File: config.mk
export PLATFORM = sky130hd
export DESIGN_NAME = csel_subtractor_pipe
export DESIGN_NICKNAME = d
export VERILOG_FILES = /design/src/rtl/csel_subtractor_pipe_pkg.sv /design/src/rtl/csel_subtractor_pipe_half_adder_pair.sv /design/src/rtl/csel_subtractor_pipe.sv
export SDC_FILE = /design/constraint.sdc
export NUM_CORES = 1
export LEC_CHECK = 0
export BUFFER_PORTS_ARGS = -buffer_cell sky130_fd_sc_hd__buf_2
export CAP_MARGIN = 30
export CORE_ASPECT_RATIO = 0.5
export CORE_MARGIN = 2
export CORE_UTILIZATION = 40
export CTS_CLUSTER_DIAMETER = 200
export DETAILED_ROUTE_END_ITERATION = 10
export GPL_ROUTABILITY_DRIVEN = 1
export PLACE_DENSITY_LB_ADDON = 0.1
export RECOVER_POWER = 100
export SYNTH_ARGS = -nofsm -noshare
export SYNTH_HDL_FRONTEND = slang
export SYNTH_SLANG_ARGS = --single-unit
File: constraint.sdc
create_clock -name clk -period 15.55 [get_ports clk]
set_input_delay 4.665 -clock clk [delete_from_list [all_inputs] [get_ports clk]]
set_output_delay 4.665 -clock clk [all_outputs]
set_load 0.05 [all_outputs]
File: src/rtl/csel_subtractor_pipe_pkg.sv
// Shared types and the flag helper for the two-stage carry-select subtractor.
// Records are sized for the widest supported operand; narrower instances use the low bits.
package csel_subtractor_pipe_pkg;

    localparam int CSEL_WIDTH_DEFAULT = 32;
    localparam int CSEL_MAX_WIDTH     = 64;
    localparam int CSEL_MAX_HALF      = CSEL_MAX_WIDTH / 2;

    typedef logic [CSEL_MAX_HALF-1:0]  half_t;
    typedef logic [CSEL_MAX_WIDTH-1:0] word_t;

    typedef struct packed {
        half_t lo_sum;
        logic  lo_c;
        half_t hi_sum0;
        logic  hi_c0;
        logic  hi_cm0;
        half_t hi_sum1;
        logic  hi_c1;
        logic  hi_cm1;
        logic  valid;
    } s1_t;

    typedef struct packed {
        logic bout;
        logic overflow;
        logic zero;
        logic negative;
    } flags_t;

    typedef struct packed {
        word_t  d;
        flags_t flags;
        logic   valid;
    } s2_t;

    // With D = A + ~B + ~bin, the carry out is the inverse of the borrow, and
    // signed overflow is the disagreement between the carries into and out of the MSB.
    function automatic flags_t csel_flags(input logic cout, input logic c_msb,
                                          input logic d_msb, input logic d_zero);
        flags_t f;
        f.bout     = ~cout;
        f.overflow = cout ^ c_msb;
        f.zero     = d_zero;
        f.negative = d_msb;
        return f;
    endfunction

endpackage

File: src/rtl/csel_subtractor_pipe_half_adder_pair.sv
// Combinational ripple adder over one half word producing both carry-in
// variants, each with {carry out, carry into the top bit}.
module csel_half_adder_pair #(
    parameter int HW = 16
) (
    input  logic [HW-1:0] a_i,
    input  logic [HW-1:0] b_i,
    output logic [HW-1:0] sum0_o,
    output logic [HW-1:0] sum1_o,
    output logic [1:0]    carry0_o,
    output logic [1:0]    carry1_o
);

    always_comb begin
        logic [HW:0] c0;
        logic [HW:0] c1;
        c0       = '0;
        c1       = '0;
        sum0_o   = '0;
        sum1_o   = '0;
        c0[0]    = 1'b0;
        c1[0]    = 1'b1;
        for (int i = 0; i < HW; i++) begin
            sum0_o[i] = a_i[i] ^ b_i[i] ^ c0[i];
            sum1_o[i] = a_i[i] ^ b_i[i] ^ c1[i];
            c0[i+1]   = (a_i[i] & b_i[i]) | (c0[i] & (a_i[i] ^ b_i[i]));
            c1[i+1]   = (a_i[i] & b_i[i]) | (c1[i] & (a_i[i] ^ b_i[i]));
        end
        carry0_o = {c0[HW], c0[HW-1]};
        carry1_o = {c1[HW], c1[HW-1]};
    end

endmodule

File: src/rtl/csel_subtractor_pipe.sv
// Two-stage carry-select subtractor D = A - B - bin with valid/ready on both sides.
// Handshake: a transfer happens on a rising edge where valid and ready are both 1.
module csel_subtractor_pipe
    import csel_subtractor_pipe_pkg::*;
#(
    parameter int WIDTH = CSEL_WIDTH_DEFAULT
) (
    input  logic             clk,
    input  logic             rst,
    input  logic             in_valid,
    output logic             in_ready,
    input  logic [WIDTH-1:0] A,
    input  logic [WIDTH-1:0] B,
    input  logic             bin,
    output logic             out_valid,
    input  logic             out_ready,
    output logic [WIDTH-1:0] D,
    output logic             bout,
    output logic             overflow,
    output logic             zero,
    output logic             negative
);

    localparam int HALF = WIDTH / 2;

    s1_t s1_q, s1_d;
    s2_t s2_q, s2_d;

    logic [WIDTH-1:0] b_n;
    logic [HALF-1:0]  lo_sum0, lo_sum1, hi_sum0, hi_sum1;
    logic [1:0]       lo_c0, lo_c1, hi_c0, hi_c1;
    logic             s2_ready;
    logic [HALF-1:0]  hi_sel;
    logic             hi_cout_sel, hi_cmsb_sel;
    logic [WIDTH-1:0] diff;

    assign b_n = ~B;

    csel_half_adder_pair #(.HW(HALF)) u_lo (
        .a_i      (A[HALF-1:0]),
        .b_i      (b_n[HALF-1:0]),
        .sum0_o   (lo_sum0),
        .sum1_o   (lo_sum1),
        .carry0_o (lo_c0),
        .carry1_o (lo_c1)
    );

    csel_half_adder_pair #(.HW(HALF)) u_hi (
        .a_i      (A[WIDTH-1:HALF]),
        .b_i      (b_n[WIDTH-1:HALF]),
        .sum0_o   (hi_sum0),
        .sum1_o   (hi_sum1),
        .carry0_o (hi_c0),
        .carry1_o (hi_c1)
    );

    always_comb begin
        s2_ready    = ~s2_q.valid | out_ready;
        in_ready    = ~s1_q.valid | s2_ready;

        hi_sel      = s1_q.lo_c ? s1_q.hi_sum1[HALF-1:0] : s1_q.hi_sum0[HALF-1:0];
        hi_cout_sel = s1_q.lo_c ? s1_q.hi_c1 : s1_q.hi_c0;
        hi_cmsb_sel = s1_q.lo_c ? s1_q.hi_cm1 : s1_q.hi_cm0;
        diff        = {hi_sel, s1_q.lo_sum[HALF-1:0]};

        s1_d = s1_q;
        if (in_ready) begin
            s1_d.valid = in_valid;
            if (in_valid) begin
                // Lower half carry-in is ~bin, so bin=1 picks the carry-0 result.
                s1_d.lo_sum  = half_t'(bin ? lo_sum0 : lo_sum1);
                s1_d.lo_c    = bin ? lo_c0[1] : lo_c1[1];
                s1_d.hi_sum0 = half_t'(hi_sum0);
                s1_d.hi_c0   = hi_c0[1];
                s1_d.hi_cm0  = hi_c0[0];
                s1_d.hi_sum1 = half_t'(hi_sum1);
                s1_d.hi_c1   = hi_c1[1];
                s1_d.hi_cm1  = hi_c1[0];
            end
        end

        s2_d = s2_q;
        if (s2_ready) begin
            s2_d.valid = s1_q.valid;
            if (s1_q.valid) begin
                s2_d.d     = word_t'(diff);
                s2_d.flags = csel_flags(hi_cout_sel, hi_cmsb_sel, diff[WIDTH-1], diff == '0);
            end
        end
    end

    always_ff @(posedge clk) begin
        if (rst) begin
            s1_q <= '0;
            s2_q <= '0;
        end else begin
            s1_q <= s1_d;
            s2_q <= s2_d;
        end
    end

    assign out_valid = s2_q.valid;
    assign D         = s2_q.d[WIDTH-1:0];
    assign bout      = s2_q.flags.bout;
    assign overflow  = s2_q.flags.overflow;
    assign zero      = s2_q.flags.zero;
    assign negative  = s2_q.flags.negative;

endmodule

==> impl_metrics.json, run 1 <==
{
  "antennaDiodeCount": 0,
  "critical_path.max_fanout": 2,
  "p_leak_nw": 2.230,
  "io_pins": 107,
  "rsz0062_at_grt": "no",
  "critPathKind": "input port to register",
  "utilization_pct": 46.79,
  "drc_errors": 0,
  "insertion_delay_ns": 0.34,
  "antenna_found_initial": 0,
  "synth_nets": 595,
  "grt_pass1_wl_mm": 16.54,
  "yosys-top-cells-count": "dfxtp_1, nand2_1, nor2_1",
  "nNetsFinal": 685,
  "tns_ns": 0,
  "fp.dieArea_um2": 12830,
  "violations": "max-capacitance violations, max-slew violations",
  "fp.dieH_um": 81.10,
  "finalPower_mw": 0.6301,
  "cts_tree": "done",
  "post-route-period-util_pct": 69.84,
  "num_rows": 28,
  "grt_pass1_vias": 3317,
  "clock_skew_ns": 0.008817,
  "synth.cell_area_um2": 4756,
  "grt_max_degree": 58,
  "cp-start-kind": "input port",
  "via_per_inst": 4.665,
  "stdcell_count": 737,
  "drt.antenna.violating_nets": 0,
  "postLayoutCellArea_um2": 5475,
  "overflow": 0,
  "synth_top_area_share_pct": 37.88,
  "synthFlopType": "dfxtp_1",
  "hp-class": "register to register",
  "synth_edf_count": 0,
  "slew_headroom_pct": -33.13,
  "cap_violations": 2,
  "irDropWorstVdd_uv": 48.89,
  "track_usage_pct": 16.82,
  "cellPowerDensity_nw_per_um2": 115.1,
  "vias": 3438,
  "place.gp.congestion": 0.7299,
  "syn_avg_cell_area_um2": 9.970,
  "drt-initial-drc-count": 83,
  "crit_required_ns": 15.77,
  "ys_types": 32,
  "dp.final_hpwl_mm": 7.335,
  "htreeDepth": 3,
  "cp.arrival_ns": 11.09,
  "cts_resized": 0,
  "drt-total-wl_mm": 10.17,
  "status": "finished with violations",
  "dp.cells": 720,
  "cts_root_buf": "clkbuf_16",
  "route.detailed.wl_per_inst_um": 13.79,
  "setup_viol": 0,
  "yosysSeqAreaShare_pct": 37.88,
  "drtPass1Iterations": 5,
  "synth_most_common_cell": "dfxtp_1",
  "io_buffers": 106,
  "worstMarginPinSlew_ns": 1.997,
  "core_area_um2": 11700,
  "cts-hold-fix-buffers": 0,
  "dpl-instance-area_um2": 5376,
  "drv_slew": 80,
  "cts_buffers": 9,
  "clock_path_buffers": 2,
  "drive_above_1_share_pct": 15.73,
  "syn2layout_area_growth_pct": 15.13,
  "start_util_pct": 40.64,
  "clock-sinks": 90,
  "synthTopCellsByArea": "dfxtp_1, fa_1, a211oi_2, nand2_1, nor2_1",
  "hold_viol_final": 0,
  "clk_pin_slew_ns": 0.06,
  "max_freq_ghz": 0.09207,
  "synth_top_area_cell": "dfxtp_1",
  "cts_setup_buffers": 0,
  "yosys_warnings": 0,
  "fin_crit_ns": 10.86,
  "die_w_um": 158.2,
  "end_kind": "register",
  "ys_ff_latch": 90,
  "synth_cells": 477,
  "synthArstFlopShare_pct": 0
}
==> critical path, cell delays in order <==
cell	delay, ns
clkbuf_1	0.09
inv_1	0.05
ha_1	0.20
fa_1	0.38
fa_1	0.38
fa_1	0.38
fa_1	0.39
fa_1	0.41
fa_1	0.39
fa_1	0.39
fa_1	0.40
fa_1	0.39
fa_1	0.39
fa_1	0.42
fa_1	0.42
fa_1	0.39
inv_1	0.08
fa_1	0.18
inv_1	0.06
fa_1	0.42
a211oi_1	0.21
==> metrics by stage <==
stage / hold slack [ns] / setup slack (ns)
floorplan: 0.4357 / 4.743
global placement: 0.4397 / 4.400
detailed placement: 0.4413 / 4.320
CTS: 0.4500 / 4.709
global route: 0.4711 / 4.372
finish: 0.4531 / 4.689
==> registers in the layout, summed over array words and instances, names as in the netlist <==
register / cells
s1_q: 38
bout: 1
out_valid: 1
negative: 1
overflow: 1
D: 31
diff: 16
zero: 1
==> report_power, final <==
group / switching (mW) / internal (mW)
Clock: 0.0909 / 0.157
Combinational: 0.0747 / 0.0451
Sequential: 0.0129 / 0.249
==> layout make-up <==
class | count | area [um^2]
inverter | 48 | 180.2
clock inverter | 7 | 117.6
timing repair buffer | 112 | 530.5
multi-input combinational | 306 | 2414
fill | 1228 | 6226
clock buffer | 9 | 225.2
sequential | 90 | 1802
tap | 165 | 206.4
==> final timing paths <==
| check | startpoint | end | depth (start not counted) | slack, ns |
|---|---|---|---|---|
| setup / recovery | A[16] | s1_q[18] | 21 | 4.69 |
| hold / removal | bout | bout | 2 | 0.45 |
| setup reg to reg | out_valid | zero | 5 | 12.63 |
| hold reg to reg | bout | bout | 2 | 0.45 |
==> layer usage <==
metal	up-vias	GRT usage [%]	wire [um]
met5	-	0	0
met4	0	3.243	88
met2	65	26.04	4411
li1	1754	-	-
met1	1607	24.01	5270
met3	12	4.322	396
==> cell families (layout without fill, tap and decap cells) <==
group	Yosys count	count (layout)	synth area share [%]
simple gates	140	140	12.29
compound gates	96	96	17.65
flops	90	90	37.88
buf+inv	81	176	7.840
fa+ha+maj	49	49	19.99
mux	18	18	3.788
xor+xnor	3	3	0.5526
==> layout by cell type (no fill, tap or decap), types with 3 or more instances in the layout <==
master | netlist | layout
dfxtp_1 | 90 | 90
buf_2 | 7 | 63
nor2_1 | 60 | 60
nand2_1 | 60 | 60
a211oi_1 | 18 | 52
inv_1 | 48 | 48
clkbuf_1 | 15 | 46
fa_1 | 45 | 45
a21oi_1 | 32 | 32
mux2i_1 | 18 | 18
clkbuf_16 | 0 | 9
a211oi_2 | 40 | 6
nor4_1 | 4 | 4
ha_1 | 4 | 4
nand2b_1 | 3 | 3
nor3_1 | 3 | 3
bufinv_16 | 0 | 3
Power figures use the tool's default switching activity.
==> run 2, diff against run 1 <==
clock period = 11.34 ns   (was 15.55 ns; I/O delays follow)
==> run 2 against run 1 <==
The run still ends with max-capacitance violations, max-slew violations left. Critical path depth unchanged. Core utilization increased by 0.16 points. Largest cell class unchanged. Sequential share of layout area decreased by 0.11 points. Combinational power increased by 37%. Non-clock buffer count unchanged. Highest routed layer unchanged. Critical endpoint unchanged. Hold slack got worse by 0.0044 ns.
==> impl_metrics.json, run 2 (synthesized netlist as in run 1, its figures left out) <==
{
  "status": "finished with violations",
  "violations": "max-capacitance violations, max-slew violations",
  "drv_slew": 80,
  "clock-sinks": 90,
  "slowest_delay_ns": 0.42,
  "cp.arrival_ns": 9.83,
  "r2r_setup_slack_ns": 9.60,
  "crit-reg2reg-launch": "s1_q[0]",
  "antennaDiodeCount": 0,
  "fp.dieArea_um2": 12830,
  "worstMarginPinSlew_ns": 1.986,
  "critical_path.max_fanout": 2,
  "cts_setup_buffers": 0,
  "cts_tree": "done",
  "gr-usage-met2_pct": 25.96,
  "htreeDepth": 3,
  "fp.dieH_um": 81.10,
  "cellPowerDensity_nw_per_um2": 157.1,
  "track_usage_pct": 16.77,
  "num_rows": 28,
  "end_kind": "register",
  "path_cells": "clkbuf_1 > inv_1 > ha_1 > fa_1 > fa_1 > fa_1 > fa_1 > fa_1 > fa_1 > fa_1 > fa_1 > fa_1 > fa_1 > fa_1 > fa_1 > fa_1 > inv_1 > fa_1 > inv_1 > fa_1 > a211oi_1",
  "grt_busiest_layer": "met2",
  "vias": 3412,
  "r2r_cells": 6,
  "layout_common_cells": "dfxtp_1, buf_2, nor2_1, nand2_1, a211oi_1",
  "largest_reg_flops": 38,
  "crit_path_top_delay_cell": "fa_1",
  "dp.final_hpwl_mm": 7.340,
  "place.gp.congestion": 0.7292,
  "crit_top_cell": "fa_1",
  "critPathLaunch": "A[16]",
  "hold_viol_final": 0,
  "multi_input_area_um2": 2415,
  "cts_root_buf": "clkbuf_16",
  "drt.antenna.violating_nets": 0,
  "clock_path_buffers": 2,
  "cp_num_buf_inv": 4,
  "cp-start-kind": "input port",
  "cts_resized": 0,
  "start_util_pct": 40.64,
  "io_buffers": 106,
  "nNetsFinal": 685,
  "layout_commonest_cell": "dfxtp_1",
  "drive_above_1_share_pct": 16.26,
  "cp.depth": 21,
  "crit_required_ns": 11.56,
  "grt_pass1_wl_mm": 16.55,
  "reg2reg_to": "s1_q[15]",
  "regMostFlops": "s1_q",
  "rsz0062_at_grt": "no",
  "fill_cells": 1215,
  "post-route-period-util_pct": 84.71,
  "drt-total-wl_mm": 10.10,
  "fin_crit_ns": 9.607,
  "core_area_um2": 11700,
  "irDropWorstVdd_uv": 67.14,
  "cap_violations": 2,
  "slew_headroom_pct": -32.40,
  "cts_buffers": 9,
  "clock_skew_ns": 0.005301,
  "hp-class": "register to register",
  "setup.worst_path.end": "s1_q[18]",
  "via_per_inst": 4.630,
  "min-delay-start": "bout",
  "critical_path.top_delay_family": "adder cells",
  "tns_ns": 0,
  "grt_pass1_vias": 3301,
  "drt-initial-drc-count": 88,
  "drtPass1Iterations": 6,
  "die_w_um": 158.2,
  "antenna_found_initial": 0,
  "use_met1_pct": 23.99,
  "min_delay_path_depth": 2,
  "io_pins": 107,
  "setup_viol": 0,
  "route.detailed.wl_per_inst_um": 13.70,
  "overflow": 0,
  "insertion_delay_ns": 0.33,
  "cts-hold-fix-buffers": 0,
  "clk_pin_slew_ns": 0.06,
  "regArea_um2": 1802,
  "grt_max_degree": 58,
  "max_freq_ghz": 0.1041,
  "met3_usage_pct": 4.109,
  "syn2layout_area_growth_pct": 15.52,
  "finalPower_mw": 0.8630,
  "p_leak_nw": 2.242,
  "drc_errors": 0,
  "critPathKind": "input port to register"
}
==> run 2: area by class of cell <==
class	instances	area share, %
Clock buffer	9	4.099
Timing Repair Buffer	112	9.975
Sequential cell	90	32.79
Tap cell	165	3.758
Multi-Input combinational cell	306	43.95
Clock inverter	7	2.141
Inverter	48	3.279
==> run 2: how the worst min path moves through the flow <==
stage          slack, ns  endpoint
4_1_cts             0.45      bout
3_3_place_gp        0.44     D[11]
3_5_place_dp        0.44      bout
6_report            0.45      bout
2_1_floorplan       0.44  s1_q[51]
5_1_grt             0.47      D[4]
==> run 2: worst min-delay path, delay by kind of cell, from the launching register on <==
kind | cells | cell delay, ns
simple gates | 1 | 0.05
compound gates | 1 | 0.05
flops | 1 | 0.31
==> run 2: per-stage QoR <==
step	hold WS (ns)	cell area (um^2)	cells	worst slack, ns	utilization, %
after detailed placement	0.4409	5376	720	1.374	45.95
after CTS	0.4496	5719	736	1.766	48.88
after floorplan	0.4357	4756	477	1.796	-
final	0.4487	5494	737	1.733	46.95
after global placement	0.4398	5329	718	1.453	45.54
after global routing	0.4705	5494	737	1.421	46.95
==> run 2: report_power, final <==
group / internal [mW] / switching, mW / leakage (nW)
Combinational: 0.0626 / 0.103 / 1.33
Clock: 0.215 / 0.123 / 0.169
Sequential: 0.342 / 0.0175 / 0.742
==> run 2: metal layers <==
layer | part of all wire, % | vias to the layer above
met5 | 0 | -
li1 | - | 1751
met2 | 43 | 60
met4 | 0.74 | 0
met1 | 52 | 1593
met3 | 3.8 | 8
==> run 3, diff against run 2 <==
clock period = 8.4 ns   (was 11.34 ns; I/O delays follow)
==> run 3 against run 2 <==
The flow now finishes without violations. Sequential share of layout area decreased by 1.1 points. Core utilization increased by 1.6 points. Design area grew 3.3%. First-iteration DRC count increased by 22%. Critical path depth is the same. Total power rose by 32%. Worst setup slack got worse by 1.5 ns. Hold slack lost 0.0015 ns. Wire length rose by 1.1%. Combinational power is 48% higher. Global-route usage fell by 0.061 points. Critical endpoint unchanged. Highest routed layer unchanged.
==> impl_metrics.json, run 3 (synthesized netlist as in run 1, its figures left out) <==
{
  "critical_path.max_fanout": 2,
  "fp.dieArea_um2": 12830,
  "slew_headroom_pct": 8.186,
  "setup_ws_ns": 0.1957,
  "syn2layout_area_growth_pct": 19.39,
  "cp.arrival_ns": 8.46,
  "via_per_inst": 4.669,
  "crit-reg2reg-launch": "out_valid",
  "fp.dieH_um": 81.10,
  "core_area_um2": 11700,
  "cp-start-kind": "input port",
  "io_pins": 107,
  "antenna_found_initial": 0,
  "cts_tree": "done",
  "place_ws_ns": -0.4210,
  "clock_path_buffers": 2,
  "cellPowerDensity_nw_per_um2": 200.5,
  "drc_errors": 0,
  "dp.final_hpwl_mm": 7.421,
  "drtPass1Iterations": 4,
  "overflow": 0,
  "rsz0062_at_grt": "no",
  "layout_common_cells": "dfxtp_1, buf_2, nor2_1, nand2_1, inv_1",
  "worstMarginPinSlew_ns": 1.376,
  "setup_viol": 0,
  "cts_buffers": 9,
  "cts_root_buf": "clkbuf_16",
  "layout_commonest_cell": "dfxtp_1",
  "clk_pin_slew_ns": 0.06,
  "grt_pass1_vias": 3333,
  "htreeDepth": 3,
  "drt.antenna.violating_nets": 0,
  "utilization_pct": 48.52,
  "grt_max_degree": 52,
  "hp-class": "register to register",
  "regMostFlops": "s1_q",
  "drt-initial-drc-count": 107,
  "finalPower_mw": 1.138,
  "reg2reg_to": "zero",
  "drv_slew": 0,
  "max_freq_ghz": 0.1219,
  "hold_end": "bout",
  "num_rows": 28,
  "grt_pass1_wl_mm": 16.39,
  "critPathKind": "input port to register",
  "track_usage_pct": 16.71,
  "vias": 3455,
  "start_util_pct": 40.64,
  "cap_violations": 0,
  "status": "finished, final reports clean",
  "post-route-period-util_pct": 97.67,
  "io_buffers": 106,
  "clock_skew_ns": 0.01029,
  "irDropWorstVdd_uv": 93.07,
  "fin_crit_ns": 8.204,
  "die_w_um": 158.2,
  "drive_above_1_share_pct": 25.91,
  "cts_setup_buffers": 0,
  "place.gp.congestion": 0.6941,
  "largest_reg_flops": 38,
  "regArea_um2": 1802,
  "r2r_cells": 5,
  "min-delay-start": "bout",
  "whs_ns": 0.4472,
  "hold_viol_final": 0,
  "clock-sinks": 90,
  "min_delay_path_depth": 2,
  "end_kind": "register",
  "drt-total-wl_mm": 10.22,
  "antennaDiodeCount": 0,
  "crit_required_ns": 8.66,
  "p_leak_nw": 2.239,
  "insertion_delay_ns": 0.34,
  "r2r_setup_slack_ns": 5.47,
  "route.detailed.wl_per_inst_um": 13.81,
  "multi_input_area_um2": 2596,
  "nNetsFinal": 688,
  "fill_cells": 1195
}
[run 3: cell types whose count changed in the layout (fill, tap and decap cells not counted), sizes merged]
cell,change
clkbuf,-2
inv,+1
bufinv,-2
clkinvlp,+2
buf,+7
clkinv,-3
[run 3: how the worst max path moves through the flow]
stage / startpoint / endpoint / cells past startpoint
after floorplan: A[0] / diff[15] / 24
after global placement: B[16] / s1_q[52] / 24
after detailed placement: B[16] / s1_q[52] / 24
after CTS: A[16] / s1_q[18] / 21
after global routing: A[0] / diff[15] / 25
final: A[16] / s1_q[18] / 21
[run 3: final cells by class]
class	instances	area share, %
Multi-Input combinational cell	306	45.72
Sequential cell	90	31.73
Timing Repair Buffer	115	10.36
Clock buffer	11	4.275
Tap cell	165	3.636
Inverter	48	3.173
Clock inverter	5	1.102
[run 3: where the power goes]
group	total (mW)	internal [mW]	switching, mW	leakage, nW
clock	0.409	0.240	0.169	0.142
combinational	0.244	0.0965	0.147	1.35
sequential	0.486	0.462	0.0240	0.742
total	1.14	0.798	0.340	2.24
[run 3: critical path, stage by stage]
cell      delay, ns
buf_2          0.09
inv_1          0.04
ha_1           0.20
fa_1           0.38
fa_2           0.35
fa_2           0.35
fa_2           0.34
fa_1           0.38
fa_2           0.35
fa_2           0.35
fa_2           0.34
fa_2           0.35
fa_2           0.35
fa_2           0.38
fa_2           0.36
fa_1           0.38
inv_1          0.08
fa_1           0.20
inv_1          0.06
fa_1           0.44
a211oi_2       0.17
[run 3: metal layers]
layer	track usage, %	wire, um	up-vias	share of wire (%)
met4	3.514	78	0	0.76
met2	26.65	4524	61	44
met5	0	0	-	0
met3	4.803	401	9	3.9
li1	-	-	1760	-
met1	22.83	5211	1625	51
[run 3: timing repair]
item / CTS / global route
pin swaps: 0 / 1
endpoints found under the hold margin: 0 / 0
resized for setup: 5 / 14
setup endpoints to repair: 5 / 5
hold buffers: 0 / 0
[run 3: per-stage QoR]
stage	cells	setup TNS (ns)	instance area [um^2]
6_report	740	0	5678
5_1_grt	740	0	5678
4_1_cts	740	-0.01064	5782
3_5_place_dp	724	-2.351	5464
3_3_place_gp	721	-2.293	5381
2_1_floorplan	477	-0.02610	4786
